## src/rtl/ternary_matmul_array.sv

```systemverilog
// Ternary-weight x int8 accumulator grid. Operands stream in SLICES beats per group.
// A flush snapshots the grid into a double-buffered queue that drains with shift/ReLU/saturation.
module ternary_matmul_array #(
    parameter int WPB    = 4,
    parameter int SLICES = 2,
    parameter int ACC_W  = 17,
    parameter int SH_W   = 5
) (
    input  logic                clk,
    input  logic                rst_n,
    input  logic                in_valid,
    input  logic [2*WPB-1:0]    in_weights,
    input  logic [7:0]          in_act,
    input  logic                in_flush,
    output logic                flush_ready,
    input  logic [SH_W-1:0]     cfg_shift,
    input  logic                cfg_relu,
    output logic [7:0]          out_data,
    output logic                out_valid,
    input  logic                out_ready,
    output logic                out_last,
    output logic                busy
);

    localparam int COLS  = SLICES;
    localparam int ROWS  = WPB * SLICES;
    localparam int N_ENT = ROWS * COLS;
    localparam int CNT_W = (SLICES > 1) ? $clog2(SLICES) : 1;
    localparam int PTR_W = (N_ENT > 1) ? $clog2(N_ENT) : 1;

    localparam logic [CNT_W-1:0] LAST_SLICE = CNT_W'(SLICES - 1);
    localparam logic [PTR_W-1:0] LAST_PTR   = PTR_W'(N_ENT - 1);

    // Signed product of a ternary weight (00=0, 01=+1, 1x=-1) and an int8 activation.
    function automatic logic signed [ACC_W-1:0] f_term(
        input logic [1:0]        w,
        input logic signed [7:0] a
    );
        logic signed [ACC_W-1:0] v_ext;
        v_ext = {{(ACC_W-8){a[7]}}, a};
        case (w)
            2'b00:   f_term = '0;
            2'b01:   f_term = v_ext;
            default: f_term = -v_ext;
        endcase
    endfunction

    // Load-side staging
    logic [CNT_W-1:0]        r_slice_cnt;
    logic [1:0]              r_wgt_next   [ROWS];
    logic signed [7:0]       r_act_next   [SLICES];
    logic [1:0]              w_wgt_merged [ROWS];
    logic signed [7:0]       w_act_merged [SLICES];

    // Compute-side operands
    logic [1:0]              r_wgt_cur    [ROWS];
    logic signed [7:0]       r_act_cur    [SLICES];
    logic [CNT_W-1:0]        r_col_cnt;
    logic                    r_compute_active;

    // Accumulators and output queue
    logic signed [ACC_W-1:0] r_acc        [ROWS][COLS];
    logic signed [ACC_W-1:0] r_queue      [N_ENT];
    logic [PTR_W-1:0]        r_ptr;
    logic                    r_out_valid;

    logic                    w_commit;
    logic                    w_flush_accept;
    logic                    w_xfer;
    logic                    w_busy;
    logic signed [7:0]       w_col_act;
    logic signed [ACC_W-1:0] w_term       [ROWS];

    logic signed [ACC_W-1:0] w_entry;
    logic signed [ACC_W-1:0] w_shifted;
    logic signed [ACC_W-1:0] w_clip;
    logic                    w_fits;
    logic [7:0]              w_sat;

    assign w_busy         = (r_slice_cnt != '0) | r_compute_active;
    assign w_commit       = in_valid & (r_slice_cnt == LAST_SLICE);
    assign w_flush_accept = in_flush & flush_ready;
    assign w_xfer         = r_out_valid & out_ready;

    assign busy        = w_busy;
    assign flush_ready = ~w_busy & ~r_out_valid;

    // The group image as it stands after the current beat lands; the last beat of a
    // group must reach the compute operands on the same edge it is loaded.
    // NOTE: every always_comb output gets a default before any conditional override,
    // otherwise a path that skips the assignment infers a latch.
    always_comb begin
        for (int s = 0; s < SLICES; s++) begin
            w_act_merged[s] = r_act_next[s];
            for (int k = 0; k < WPB; k++) begin
                w_wgt_merged[s*WPB + k] = r_wgt_next[s*WPB + k];
            end
            if (r_slice_cnt == CNT_W'(s)) begin
                w_act_merged[s] = in_act;
                for (int k = 0; k < WPB; k++) begin
                    w_wgt_merged[s*WPB + k] = in_weights[2*k +: 2];
                end
            end
        end
    end

    // NOTE: sequential state uses non-blocking assignments only, so every register
    // samples pre-edge values regardless of statement or process order.
    always_ff @(posedge clk or negedge rst_n) begin
        if (!rst_n) begin
            r_slice_cnt <= '0;
            for (int r = 0; r < ROWS; r++)   r_wgt_next[r] <= '0;
            for (int s = 0; s < SLICES; s++) r_act_next[s] <= '0;
        end else if (in_valid) begin
            for (int r = 0; r < ROWS; r++)   r_wgt_next[r] <= w_wgt_merged[r];
            for (int s = 0; s < SLICES; s++) r_act_next[s] <= w_act_merged[s];
            r_slice_cnt <= (r_slice_cnt == LAST_SLICE) ? '0 : r_slice_cnt + 1'b1;
        end
    end

    always_ff @(posedge clk or negedge rst_n) begin
        if (!rst_n) begin
            r_col_cnt        <= '0;
            r_compute_active <= 1'b0;
            for (int r = 0; r < ROWS; r++)   r_wgt_cur[r] <= '0;
            for (int s = 0; s < SLICES; s++) r_act_cur[s] <= '0;
        end else if (w_commit) begin
            r_col_cnt        <= '0;
            r_compute_active <= 1'b1;
            for (int r = 0; r < ROWS; r++)   r_wgt_cur[r] <= w_wgt_merged[r];
            for (int s = 0; s < SLICES; s++) r_act_cur[s] <= w_act_merged[s];
        end else if (r_compute_active) begin
            if (r_col_cnt == LAST_SLICE) begin
                r_col_cnt        <= '0;
                r_compute_active <= 1'b0;
            end else begin
                r_col_cnt <= r_col_cnt + 1'b1;
            end
        end
    end

    assign w_col_act = r_act_cur[r_col_cnt];

    always_comb begin
        for (int r = 0; r < ROWS; r++) begin
            w_term[r] = f_term(r_wgt_cur[r], w_col_act);
        end
    end

    // A commit on the last compute edge swaps operands only after that edge, so the
    // old group's final column still lands here. Overflow wraps by design.
    // NOTE: the accumulator and queue arrays are reset like any other register because
    // a flush right after reset must read back zeros.
    always_ff @(posedge clk or negedge rst_n) begin
        if (!rst_n) begin
            for (int r = 0; r < ROWS; r++)
                for (int c = 0; c < COLS; c++) r_acc[r][c] <= '0;
        end else if (w_flush_accept) begin
            for (int r = 0; r < ROWS; r++)
                for (int c = 0; c < COLS; c++) r_acc[r][c] <= '0;
        end else if (r_compute_active) begin
            for (int r = 0; r < ROWS; r++)
                for (int c = 0; c < COLS; c++)
                    if (r_col_cnt == CNT_W'(c)) r_acc[r][c] <= r_acc[r][c] + w_term[r];
        end
    end

    always_ff @(posedge clk or negedge rst_n) begin
        if (!rst_n) begin
            for (int e = 0; e < N_ENT; e++) r_queue[e] <= '0;
        end else if (w_flush_accept) begin
            for (int r = 0; r < ROWS; r++)
                for (int c = 0; c < COLS; c++) r_queue[r*COLS + c] <= r_acc[r][c];
        end
    end

    always_ff @(posedge clk or negedge rst_n) begin
        if (!rst_n) begin
            r_out_valid <= 1'b0;
            r_ptr       <= '0;
        end else if (w_flush_accept) begin
            r_out_valid <= 1'b1;
            r_ptr       <= '0;
        end else if (w_xfer) begin
            if (r_ptr == LAST_PTR) begin
                r_out_valid <= 1'b0;
                r_ptr       <= '0;
            end else begin
                r_ptr <= r_ptr + 1'b1;
            end
        end
    end

    // Readout: floor shift, optional ReLU, then clamp to int8. The value fits in
    // int8 exactly when all bits from bit 7 upward agree.
    assign w_entry   = r_queue[r_ptr];
    assign w_shifted = w_entry >>> cfg_shift;
    assign w_clip    = (cfg_relu && w_shifted[ACC_W-1]) ? '0 : w_shifted;
    assign w_fits    = (&w_clip[ACC_W-1:7]) | ~(|w_clip[ACC_W-1:7]);
    assign w_sat     = w_fits ? w_clip[7:0] : (w_clip[ACC_W-1] ? 8'h80 : 8'h7F);

    assign out_valid = r_out_valid;
    assign out_data  = r_out_valid ? w_sat : 8'h00;
    assign out_last  = r_out_valid & (r_ptr == LAST_PTR);

endmodule

```

## config.mk

```make
export PLATFORM = sky130hd
export DESIGN_NAME = ternary_matmul_array
export DESIGN_NICKNAME = d
export VERILOG_FILES = /design/src/rtl/ternary_matmul_array.sv
export SDC_FILE = /design/constraint.sdc
export NUM_CORES = 2
export LEC_CHECK = 0
export BUFFER_PORTS_ARGS = -buffer_cell sky130_fd_sc_hd__clkbuf_2
export CAP_MARGIN = 25
export CELL_PAD_IN_SITES_DETAIL_PLACEMENT = 0
export CELL_PAD_IN_SITES_GLOBAL_PLACEMENT = 1
export CORE_ASPECT_RATIO = 0.5
export CORE_MARGIN = 2
export CORE_UTILIZATION = 51
export CTS_BUF_LIST = sky130_fd_sc_hd__clkbuf_4
export CTS_CLUSTER_DIAMETER = 80
export DETAILED_ROUTE_END_ITERATION = 7
export PLACE_DENSITY = 0.79
export SLEW_MARGIN = 20
export SYNTH_ARGS = -nofsm -noshare
export SYNTH_HDL_FRONTEND = slang
export SYNTH_SLANG_ARGS = --single-unit
```

## constraint.sdc

```tcl
create_clock -name clk -period 6.5 [get_ports clk]
set_input_delay 0.975 -clock clk [delete_from_list [all_inputs] [get_ports clk]]
set_output_delay 0.975 -clock clk [all_outputs]
set_load 0.03 [all_outputs]
```

==> results by group <==
Detailed routing
  • Overall via count from detail_route: 32,810
  • Post-DRT Antenna Nets: 0
  • Overall routed net length: 117,800 um
  • Detailed-route DRC error count: 0
  • Average via count per standard cell: 5.865
  • Iteration-0 DRC count of the detailed router: 2,524
  • Drt wl/cell: 21.05 um
  • TritonRoute pass-1 iters: 5

STA
  • Final clock skew: 0.05847 ns
  • Unrepaired setup endpoints after global routing: false
  • Slew margin rel.: a little over 20%
  • Sum Neg Setup Slack: 0 ns
  • Final setup fails: 0
  • Clock period minus final worst setup slack: slightly above 6 ns
  • Final hold violations: 0
  • Final number of max-transition violations: 0
  • Period Utilization, post-route: between 90 and 100%
  • Transition at the pin with the smallest max-transition slack: 1.188 ns
  • Highest Clock Rate: 161.3 MHz

Global route
  • Vias in the first global route: 31,520
  • Grt ovf: 0
  • Global-route wire length before repair: around 180,000 um
  • Number of antenna violations at the first check in global routing: 5
  • Pin count of the biggest net entering global routing: 193
  • Total routing resource utilization after global routing: 30.83%

Placement
  • RePlAce Congestion: 0.8953
  • Post-DP HPWL: 81,310 um
  • Count of buffers inserted at the top-level ports: 38

Layout
  • Area added between synthesis and finish: 7.864%
  • Top library cells by usage in the layout, fill and taps aside: nand2_1 (1,325), dfrtp_1 (598), o21ai_0 (353)
  • Fraction of final layout cells with drive strength greater than 1: 10.42%
  • Fin nets: 4,782
  • Commonest non-fill, non-tap cell in the layout: nand2_1

Clock network
  • CTS clk-pin slew, worst paths: 0.07 ns
  • Buffer depth of the longest clock path: 3
  • Max H-tree Level: 4
  • Worst skew pair latency: 0.99 ns
  • Number of clock buffers inserted by TritonCTS: 151
  • CTS tree: built
  • Clock root cell: clkbuf_4
  • TritonCTS Sinks: 600

Outcome
  • Result of the run: completed

Synth
  • Post-Synthesis Cells: 4,446
  • Portion of the post-synthesis area used by sequential elements: 39.04%
  • Synth Register Bits: 600
  • Total nets after synthesis: 4,764
  • Per-instance average area after synthesis: ~8.6 um2
  • Most frequently used flop master after synthesis: dfrtp_1
  • Share of async-settable or async-resettable flops after synthesis: 100.0%
  • Number of different library cells in the post-synthesis netlist: 72
  • Cell area after synthesis: 0.03846 mm2
  • Number of synthesized flops with an enable pin: 0
  • Count of synthesis-stage warnings from yosys: 0

Floorplanning
  • Floorplan Core Area: 0.07489 mm2
  • Height of the chip: between 150 and 200 um
  • Initial core utilization: 51.35%
  • Area enclosed by the die boundary: about 0.078 mm2
  • Top-level I/O count: 39
  • DIE WIDTH: ~390 um
  • Number of placement rows: 71

Flow run
  • Number of maximum-capacitance constraint violations: 0

Worst setup path
  • Worst Setup Path Type: reg -> out
  • Critical path startpoint category: flop
  • Capturing element type of the critical path: output pin
  • Req. time, crit path: 5.52 ns
  • Arrival time at the worst endpoint: around 5.2 ns
  • Number of cell instances on the worst register-to-register path: 13
  • Worst-path maximum fanout: 20

Worst hold path
  • Instance count along the most critical hold path: 3
  • Worst hold-check path type: in -> reg
[registers in the layout, summed over array words and instances (netlist names)]
signal / count
r_wgt_cur: 16
r_compute_active: 1
r_col_cnt: 1
r_act_cur: 16
r_act_next: 8
out_valid: 1
r_ptr: 4
r_acc: 272
r_slice_cnt: 1
r_queue: 272
r_wgt_next: 8
[final timing paths]
| check | slack (ns) | endpoint | startpoint |
|---|---|---|---|
| setup / recovery | 0.30 | out_data[2] | r_ptr[3] |
| hold / removal | 0.19 | r_act_cur[6] | in_act[6] |
| setup reg to reg | 0.90 | r_acc[270] | r_col_cnt |
| hold reg to reg | 0.45 | r_wgt_cur[14] | r_wgt_next[14] |
| max in group asynchronous | 4.48 | r_ptr[0] | rst_n |
| min in group asynchronous | 0.49 | r_acc[148] | rst_n |
[what timing repair did]
item                       4_1_cts  5_1_grt
hold endpoints to repair        51        0
resized for setup                0        0
hold buffers                     1        0
setup endpoints to repair        0        7
buffers inserted                 0        1
[metrics by stage]
| stage | worst slack [ns] | std cells | util (%) | area [um2] | hold slack [ns] |
|---|---|---|---|---|---|
| after detailed placement | 1.087 | 5331 | 52.91 | 39630 | 0.4515 |
| final | 0.2985 | 5594 | 55.39 | 41480 | 0.1872 |
| after global routing | 0.06450 | 5592 | 55.38 | 41480 | 0.1422 |
| after CTS | 0.05514 | 5589 | 55.35 | 41450 | 0.06643 |
| after global placement | 1.204 | 5329 | 52.85 | 39580 | 0.4427 |
| after floorplan | 1.745 | 4446 | - | 38460 | 0.4331 |
[area by class of cell]
cell class / count / area [um2]
Fill cell: 7046 / 33410
Multi-Input combinational cell: 3536 / 22300
Sequential cell: 600 / 15020
Clock buffer: 214 / 1607
Tap cell: 1022 / 1279
Timing Repair Buffer: 88 / 735.7
Inverter: 87 / 326.6
Clock inverter: 43 / 209.0
Antenna cell: 4 / 10.01
[critical path: stages (launching register included)]
cell	delay [ns]
dfrtp_1	0.36
buf_4	0.21
inv_1	0.53
buf_4	0.40
mux2i_1	0.52
a22oi_1	0.30
and2_1	0.23
o211a_1	0.24
nor4bb_1	0.32
nand4b_1	0.17
a221o_1	0.43
o31ai_2	0.27
clkbuf_2	0.24
[kinds of logic (layout without fill, tap and decap cells)]
logic type | Yosys count | after routing | synth area share (%)
multiplexers | 162 | 162 | 6.549
flip-flops | 600 | 600 | 39.04
adder cells (fa/ha/maj) | 291 | 291 | 9.780
XOR/XNOR | 214 | 214 | 4.874
other | 0 | 4 | 0
buffers and inverters | 310 | 432 | 3.156
AND/OR/NAND/NOR | 1913 | 1913 | 21.35
AO/OA/AOI/OAI | 956 | 956 | 15.25
[per-layer routing]
| layer | part of all wire [%] | global-route usage (%) | wire length (um) | vias to the layer above |
|---|---|---|---|---|
| li1 | - | - | - | 15640 |
| met1 | 48 | 45.05 | 56120 | 16030 |
| met2 | 42 | 45.07 | 49740 | 947 |
| met3 | 7.9 | 7.550 | 9251 | 185 |
| met4 | 2.3 | 9.145 | 2658 | 0 |
| met5 | 0 | 0 | 0 | - |
[Yosys cell counts (48+ instances only)]
master | instances | area share [%]
a211oi_1 | 48 | 0.94
a21o_1 | 119 | 2.3
a21oi_1 | 215 | 2.8
and3_1 | 57 | 0.93
clkbuf_1 | 189 | 1.8
dfrtp_1 | 600 | 39
ha_1 | 275 | 8.9
inv_1 | 85 | 0.83
mux2i_1 | 66 | 1.7
mux4_2 | 65 | 3.8
nand2_1 | 1327 | 13
nand3_1 | 162 | 2.1
nor2_1 | 116 | 1.1
nor3_1 | 64 | 0.83
o21ai_0 | 353 | 4.6
xnor2_1 | 119 | 2.7
xor2_1 | 95 | 2.2
Power is left out: the tool's default activity adds up to more than one toggle a clock period on the data nets, which glitch-free logic cannot reach.
